### src/rtl/elevator_scheduler.sv
// Collective-selective motion and request scheduler for a 2-way, 7-floor car.
// Latches hall/car calls, steps the car floor by floor and sequences door dwell.
module elevator_scheduler #(
  parameter logic [31:0] CLK_PER_FLOOR = 32'd100000000
) (
  input  logic       clk,
  input  logic       reset,
  input  logic [7:1] hallUp,
  input  logic [7:1] hallDown,
  input  logic [7:1] carCall,
  input  logic       doorState,
  output logic [2:0] currentFloor,
  output logic [1:0] currentDirection,
  output logic [1:0] currentFloorButton,
  output logic       moving,
  output logic [7:1] upPending,
  output logic [7:1] downPending,
  output logic [7:1] carPending
);

  typedef enum logic [2:0] {S_IDLE, S_MOVE, S_ARRIVE, S_DWELL, S_RESUME} state_e;
  typedef enum logic [1:0] {DIR_STOP = 2'b00, DIR_UP = 2'b01, DIR_DOWN = 2'b10} dir_e;

  state_e      state_q, state_d;
  dir_e        dir_q, dir_d;
  logic [2:0]  floor_q, floor_d;
  logic [31:0] cnt_q, cnt_d;
  logic        dwell_seen_q;
  logic [7:1]  up_q, up_d, dn_q, dn_d, car_q, car_d;

  logic [7:0]  fl_oh, le_m, lt_m;
  logic [7:1]  here, above_m, below_m, any_req, blk, clr;
  logic        up_here, dn_here, car_here, above, below;
  logic        fwd_up, fwd_dn, hall_fwd, hall_opp, ahead, behind;
  dir_e        flip;

  // Floor masks from a one-hot of the current floor (bit 0 unused).
  assign fl_oh   = 8'd1 << floor_q;
  assign le_m    = (fl_oh << 1) - 8'd1;
  assign lt_m    = fl_oh - 8'd1;
  assign here    = fl_oh[7:1];
  assign above_m = ~le_m[7:1];
  assign below_m = lt_m[7:1];

  assign any_req  = up_q | dn_q | car_q;
  assign above    = |(any_req & above_m);
  assign below    = |(any_req & below_m);
  assign up_here  = |(up_q & here);
  assign dn_here  = |(dn_q & here);
  assign car_here = |(car_q & here);

  assign fwd_up   = (dir_q == DIR_UP);
  assign fwd_dn   = (dir_q == DIR_DOWN);
  assign hall_fwd = (fwd_up & up_here) | (fwd_dn & dn_here);
  assign hall_opp = (fwd_up & dn_here) | (fwd_dn & up_here);
  assign ahead    = (fwd_up & above) | (fwd_dn & below);
  assign behind   = (fwd_up & below) | (fwd_dn & above);
  assign flip     = fwd_up ? DIR_DOWN : DIR_UP;

  // Calls being served at this floor are neither latched nor kept while dwelling.
  assign blk = (state_q == S_DWELL) ? here : '0;
  assign clr = (state_q == S_DWELL && !dwell_seen_q) ? here : '0;

  always_comb begin
    up_d  = ((up_q & ~(fwd_up ? clr : '0)) | (hallUp & ~(fwd_up ? blk : '0))) & 7'b0111111;
    dn_d  = ((dn_q & ~(fwd_dn ? clr : '0)) | (hallDown & ~(fwd_dn ? blk : '0))) & 7'b1111110;
    car_d = (car_q & ~clr) | (carCall & ~blk);
  end

  always_comb begin
    state_d = state_q;
    dir_d   = dir_q;
    floor_d = floor_q;
    cnt_d   = cnt_q;
    case (state_q)
      S_IDLE: begin
        if (up_here || car_here) begin
          dir_d   = DIR_UP;
          state_d = S_DWELL;
        end else if (dn_here) begin
          dir_d   = DIR_DOWN;
          state_d = S_DWELL;
        end else if (above) begin
          dir_d   = DIR_UP;
          state_d = S_MOVE;
          cnt_d   = CLK_PER_FLOOR - 32'd1;
        end else if (below) begin
          dir_d   = DIR_DOWN;
          state_d = S_MOVE;
          cnt_d   = CLK_PER_FLOOR - 32'd1;
        end
      end
      S_MOVE: begin
        if (cnt_q == '0) begin
          floor_d = fwd_up ? floor_q + 3'd1 : floor_q - 3'd1;
          state_d = S_ARRIVE;
        end else begin
          cnt_d = cnt_q - 32'd1;
        end
      end
      S_ARRIVE: begin
        if (car_here || hall_fwd) begin
          state_d = S_DWELL;
        end else if (!ahead) begin
          if (hall_opp) begin
            dir_d   = flip;
            state_d = S_DWELL;
          end else if (behind) begin
            dir_d   = flip;
            state_d = S_MOVE;
            cnt_d   = CLK_PER_FLOOR - 32'd1;
          end else begin
            dir_d   = DIR_STOP;
            state_d = S_IDLE;
          end
        end else begin
          state_d = S_MOVE;
          cnt_d   = CLK_PER_FLOOR - 32'd1;
        end
      end
      S_DWELL: begin
        if (dwell_seen_q && !doorState) state_d = S_RESUME;
      end
      S_RESUME: begin
        if (ahead) begin
          state_d = S_MOVE;
          cnt_d   = CLK_PER_FLOOR - 32'd1;
        end else if (behind) begin
          dir_d   = flip;
          state_d = S_MOVE;
          cnt_d   = CLK_PER_FLOOR - 32'd1;
        end else if (hall_opp) begin
          dir_d   = flip;
          state_d = S_DWELL;
        end else begin
          dir_d   = DIR_STOP;
          state_d = S_IDLE;
        end
      end
      default: state_d = S_IDLE;
    endcase
  end

  always_ff @(posedge clk) begin
    if (reset) begin
      state_q      <= S_IDLE;
      dir_q        <= DIR_STOP;
      floor_q      <= 3'd1;
      cnt_q        <= '0;
      dwell_seen_q <= 1'b0;
      up_q         <= '0;
      dn_q         <= '0;
      car_q        <= '0;
    end else begin
      state_q      <= state_d;
      dir_q        <= dir_d;
      floor_q      <= floor_d;
      cnt_q        <= cnt_d;
      dwell_seen_q <= (state_q == S_DWELL);
      up_q         <= up_d;
      dn_q         <= dn_d;
      car_q        <= car_d;
    end
  end

  assign currentFloor       = floor_q;
  assign currentDirection   = dir_q;
  assign currentFloorButton = {dn_here, up_here};
  assign moving             = (state_q == S_MOVE);
  assign upPending          = up_q;
  assign downPending        = dn_q;
  assign carPending         = car_q;

endmodule

### config.mk
export PLATFORM = sky130hd
export DESIGN_NAME = elevator_scheduler
export DESIGN_NICKNAME = d
export VERILOG_FILES = /design/src/rtl/elevator_scheduler.sv
export SDC_FILE = /design/constraint.sdc
export NUM_CORES = 1
export LEC_CHECK = 0
export ABC_AREA = 1
export CAP_MARGIN = 20
export CORE_ASPECT_RATIO = 0.75
export CORE_UTILIZATION = 58
export CTS_BUF_LIST = sky130_fd_sc_hd__clkbuf_8
export DETAILED_ROUTE_END_ITERATION = 7
export GPL_TIMING_DRIVEN = 0
export PLACE_DENSITY = 0.85
export SYNTH_ARGS = -nofsm -noshare
export SYNTH_HDL_FRONTEND = slang
export SYNTH_SLANG_ARGS = --single-unit
### constraint.sdc
create_clock -name clk -period 2.55 [get_ports clk]
set_input_delay 0.3825 -clock clk [delete_from_list [all_inputs] [get_ports clk]]
set_output_delay 0.3825 -clock clk [all_outputs]
set_load 0.005 [all_outputs]
==> flow_metrics.env <==
export IMPL_yosys_cell_types_count=30
export IMPL_max_cap_violations=0
export IMPL_finalClockSkew_ns=0.00801
export IMPL_dp_hpwl_um=9800
export IMPL_timing_setup_tns_ns=0
export IMPL_grt_setup_unrepaired="yes"
export IMPL_worstSetupEndpointType="output pin"
export IMPL_cts_buffer_depth=2
export IMPL_fp_coreArea_um2=6860
export IMPL_post_route_min_period_ns=2.47
export IMPL_grt_max_degree=11
export IMPL_hold_path_cell_count=2
export IMPL_vdd_ir_drop_max_v=0.000569
export IMPL_worst_hold_path_type="flip-flop to flip-flop"
export IMPL_drtIter0Drc=470
export IMPL_most_instantiated_library_cell_after_synthesis="nand2_1"
export IMPL_fp_dieArea_um2=7530
export IMPL_final_util=0.748
export IMPL_placementRows=26
export IMPL_clock_tree_from_tritoncts="yes"
export IMPL_synth_top_family_by_area="simple AND/OR/NAND/NOR gates"
export IMPL_multiInputGateArea_um2=2620
export IMPL_yosysSeqAreaShare=0.288
export IMPL_gp_congestion=0.994
export IMPL_report_final_setup_viol=0
export IMPL_ctsRootBufferMaster="clkbuf_8"
export IMPL_ff_latch_area_um2=1210
export IMPL_synth_compound_gate_area_share=0.114
export IMPL_max_freq_ghz=0.404
export IMPL_route_detailed_drc=0
export IMPL_drt_total_wl_um=13500
export IMPL_worst_slew_margin_rel=0.503
export IMPL_synth_area_leaders="dfxtp_1, nand2_1, nor2_1"
export IMPL_timing_setup_critical_path_class="flip-flop to output pin"
export IMPL_gr_usage_all_layers=0.356
export IMPL_pin_slew_with_the_least_headroom_to_its_limit_ns=0.746
export IMPL_finalMaxSlewViolations=0
export IMPL_clkSinkCount=60
export IMPL_fp_dieH_um=75.4
export IMPL_worstPathRequired_ns=2.17
export IMPL_ys_warn_count=0
export IMPL_reg2reg_setup_slack_ns=0.10
export IMPL_clock_insertion_delay_worst_skew_ns=0.35
export IMPL_post_synth_instance_area_um2=4170
export IMPL_hold_end="cnt_q[14]"
export IMPL_post_synth_cell_area_avg_um2=6.10
export IMPL_synthFlopType="dfxtp_1"
export IMPL_syn_instance_count=683
export IMPL_synthTopCellsByCount="nand2_1, nor2_1, dfxtp_1"
export IMPL_yosys_area_top_type_share=0.288
export IMPL_cts_hold_buf=0
export IMPL_async_reset_ff_frac=0
export IMPL_chipWidth_um=99.9
export IMPL_syn_to_final_growth_pct=23.1
export IMPL_cp_data_arrival_time_ns=2.09
export IMPL_period_utilization_post_route=0.970
export IMPL_hp_start="cnt_q[14]"
export IMPL_gr_total_overflow=0
export IMPL_worst_setup_path_start_kind="flip-flop"
export IMPL_synth_edff_count=0
export IMPL_worstReg2RegEnd="cnt_q[13]"
export IMPL_synth_mux_area_frac=0
export IMPL_avg_vias_per_cell=5.84
export IMPL_leakage_uw=0.00215
export IMPL_worst_path_max_fanout=10
export IMPL_rr_worst_depth=15
export IMPL_htree_num_levels=3
export IMPL_yosysTopAreaCell="dfxtp_1"
export IMPL_io_buffer_count=47
export IMPL_drt_antenna_violating_nets=0
export IMPL_cellPowerDensity_nw_per_um2=998
export IMPL_fillCellCount=593
export IMPL_grt_antenna_before_repair=0
export IMPL_fin_nets=775
export IMPL_yosys_register_bits=60
export IMPL_r2r_start="currentFloor[1]"
export IMPL_routed_via_count=4970
export IMPL_synth_fa_ha_area_frac=0.0108
export IMPL_finalHoldViolations=0
export IMPL_wl_per_cell_um=15.9
export IMPL_synth_xor_xnor_area_share=0.0336
export IMPL_cts_clk_slew_worst_paths_ns=0.07
export IMPL_grt_pass1_wl_um=20600
export IMPL_layout_drive_gt1_share=0.118
export IMPL_floorplan_initialDensity=0.607
export IMPL_drt_pre_antenna_iters=5
export IMPL_antenna_cells=0
export IMPL_synth_simple_gate_area_share=0.445
export IMPL_io_pin_count=53
export IMPL_status="completed"
export IMPL_cts_buffers_inserted=9
export IMPL_first_global_vias=4158
sequential cells by signal, summed over array words and instances (netlist names):
register	flops
cnt_q	32
carPending	7
upPending	6
dwell_seen_q	1
currentFloor	3
downPending	6
currentDirection	2
state_q	3
cell families after synthesis:
group | count (synthesis)
other | 1
XOR/XNOR | 16
buffers and inverters | 97
AND/OR/NAND/NOR | 413
flip-flops | 60
adder cells (fa/ha/maj) | 3
AO/OA/AOI/OAI | 93
layer usage:
layer	wire length, um	GRT usage
met5	0	0
met4	197	0.111
met3	1710	0.109
met2	5650	0.520
met1	5950	0.501
worst max-delay path: stages (launching register included):
cell             delay [ns]
dfxtp_4                0.37
buf_8                  0.15
nor2_4                 0.15
buf_4                  0.15
nand3_1                0.06
o21ai_1                0.08
nor2_1                 0.06
nand2_2                0.12
buf_4                  0.13
clkdlybuf4s50_1        0.48
report_power, final:
part	internal [uW]	switching, uW	total [uW]
clock	439	412	851
sequential	1120	202	1320
combinational	1090	1860	2950
total	2650	2470	5120
how the worst max path moves through the flow:
stage                                from               endpoint  slack (ns)
after floorplan           currentFloor[0]               cnt_q[2]        0.28
after global routing      currentFloor[1]              cnt_q[28]       -0.11
after CTS                 currentFloor[0]              cnt_q[21]        0.02
after detailed placement  currentFloor[0]               cnt_q[5]       -0.16
final                     currentFloor[1]  currentFloorButton[0]        0.08
after global placement         state_q[0]                 moving       -0.15
layout make-up:
cell class,instances,area share
Clock buffer,9,0.0241
Clock inverter,7,0.0117
Tap cell,98,0.0239
Multi-Input combinational cell,527,0.510
Sequential cell,60,0.236
Inverter,66,0.0488
Timing Repair Buffer,53,0.103
Buffer,31,0.0427
metrics by stage:
stage | instance area [um^2] | setup WS [ns] | hold WS, ns | power, uW | cells
after global routing | 5130 | -0.113 | 0.529 | 5480 | 851
after CTS | 5010 | 0.0238 | 0.503 | 4960 | 847
after detailed placement | 4760 | -0.159 | 0.488 | 4050 | 829
after global placement | 4760 | -0.152 | 0.479 | 3950 | 829
final | 5130 | 0.0753 | 0.505 | 5120 | 851
after floorplan | 4170 | 0.277 | 0.464 | 3340 | 684
cell usage in the layout, fill, tap and decap left out, drive strengths merged:
master / instances
nand2: 153
nor2: 130
inv: 65
dfxtp: 60
a21oi: 57
nand3: 55
nand4: 50
clkdlybuf4s50: 47
o21ai: 31
buf: 27
clkbuf: 19
or2: 13
nor3: 12
xor2: 9
xnor2: 7
clkinv: 6
o211ai: 3
conb: 2
ha: 2
o22ai: 1
o31ai: 1
fa: 1
clkinvlp: 1
bufinv: 1
what timing repair did:
item | in CTS | in global routing
gates cloned | 0 | 0
setup buffers | 2 | 4
pin swaps | 1 | 4
resized for setup | 15 | 22
setup endpoints to repair | 36 | 52
(Power assumes the default switching activity.)
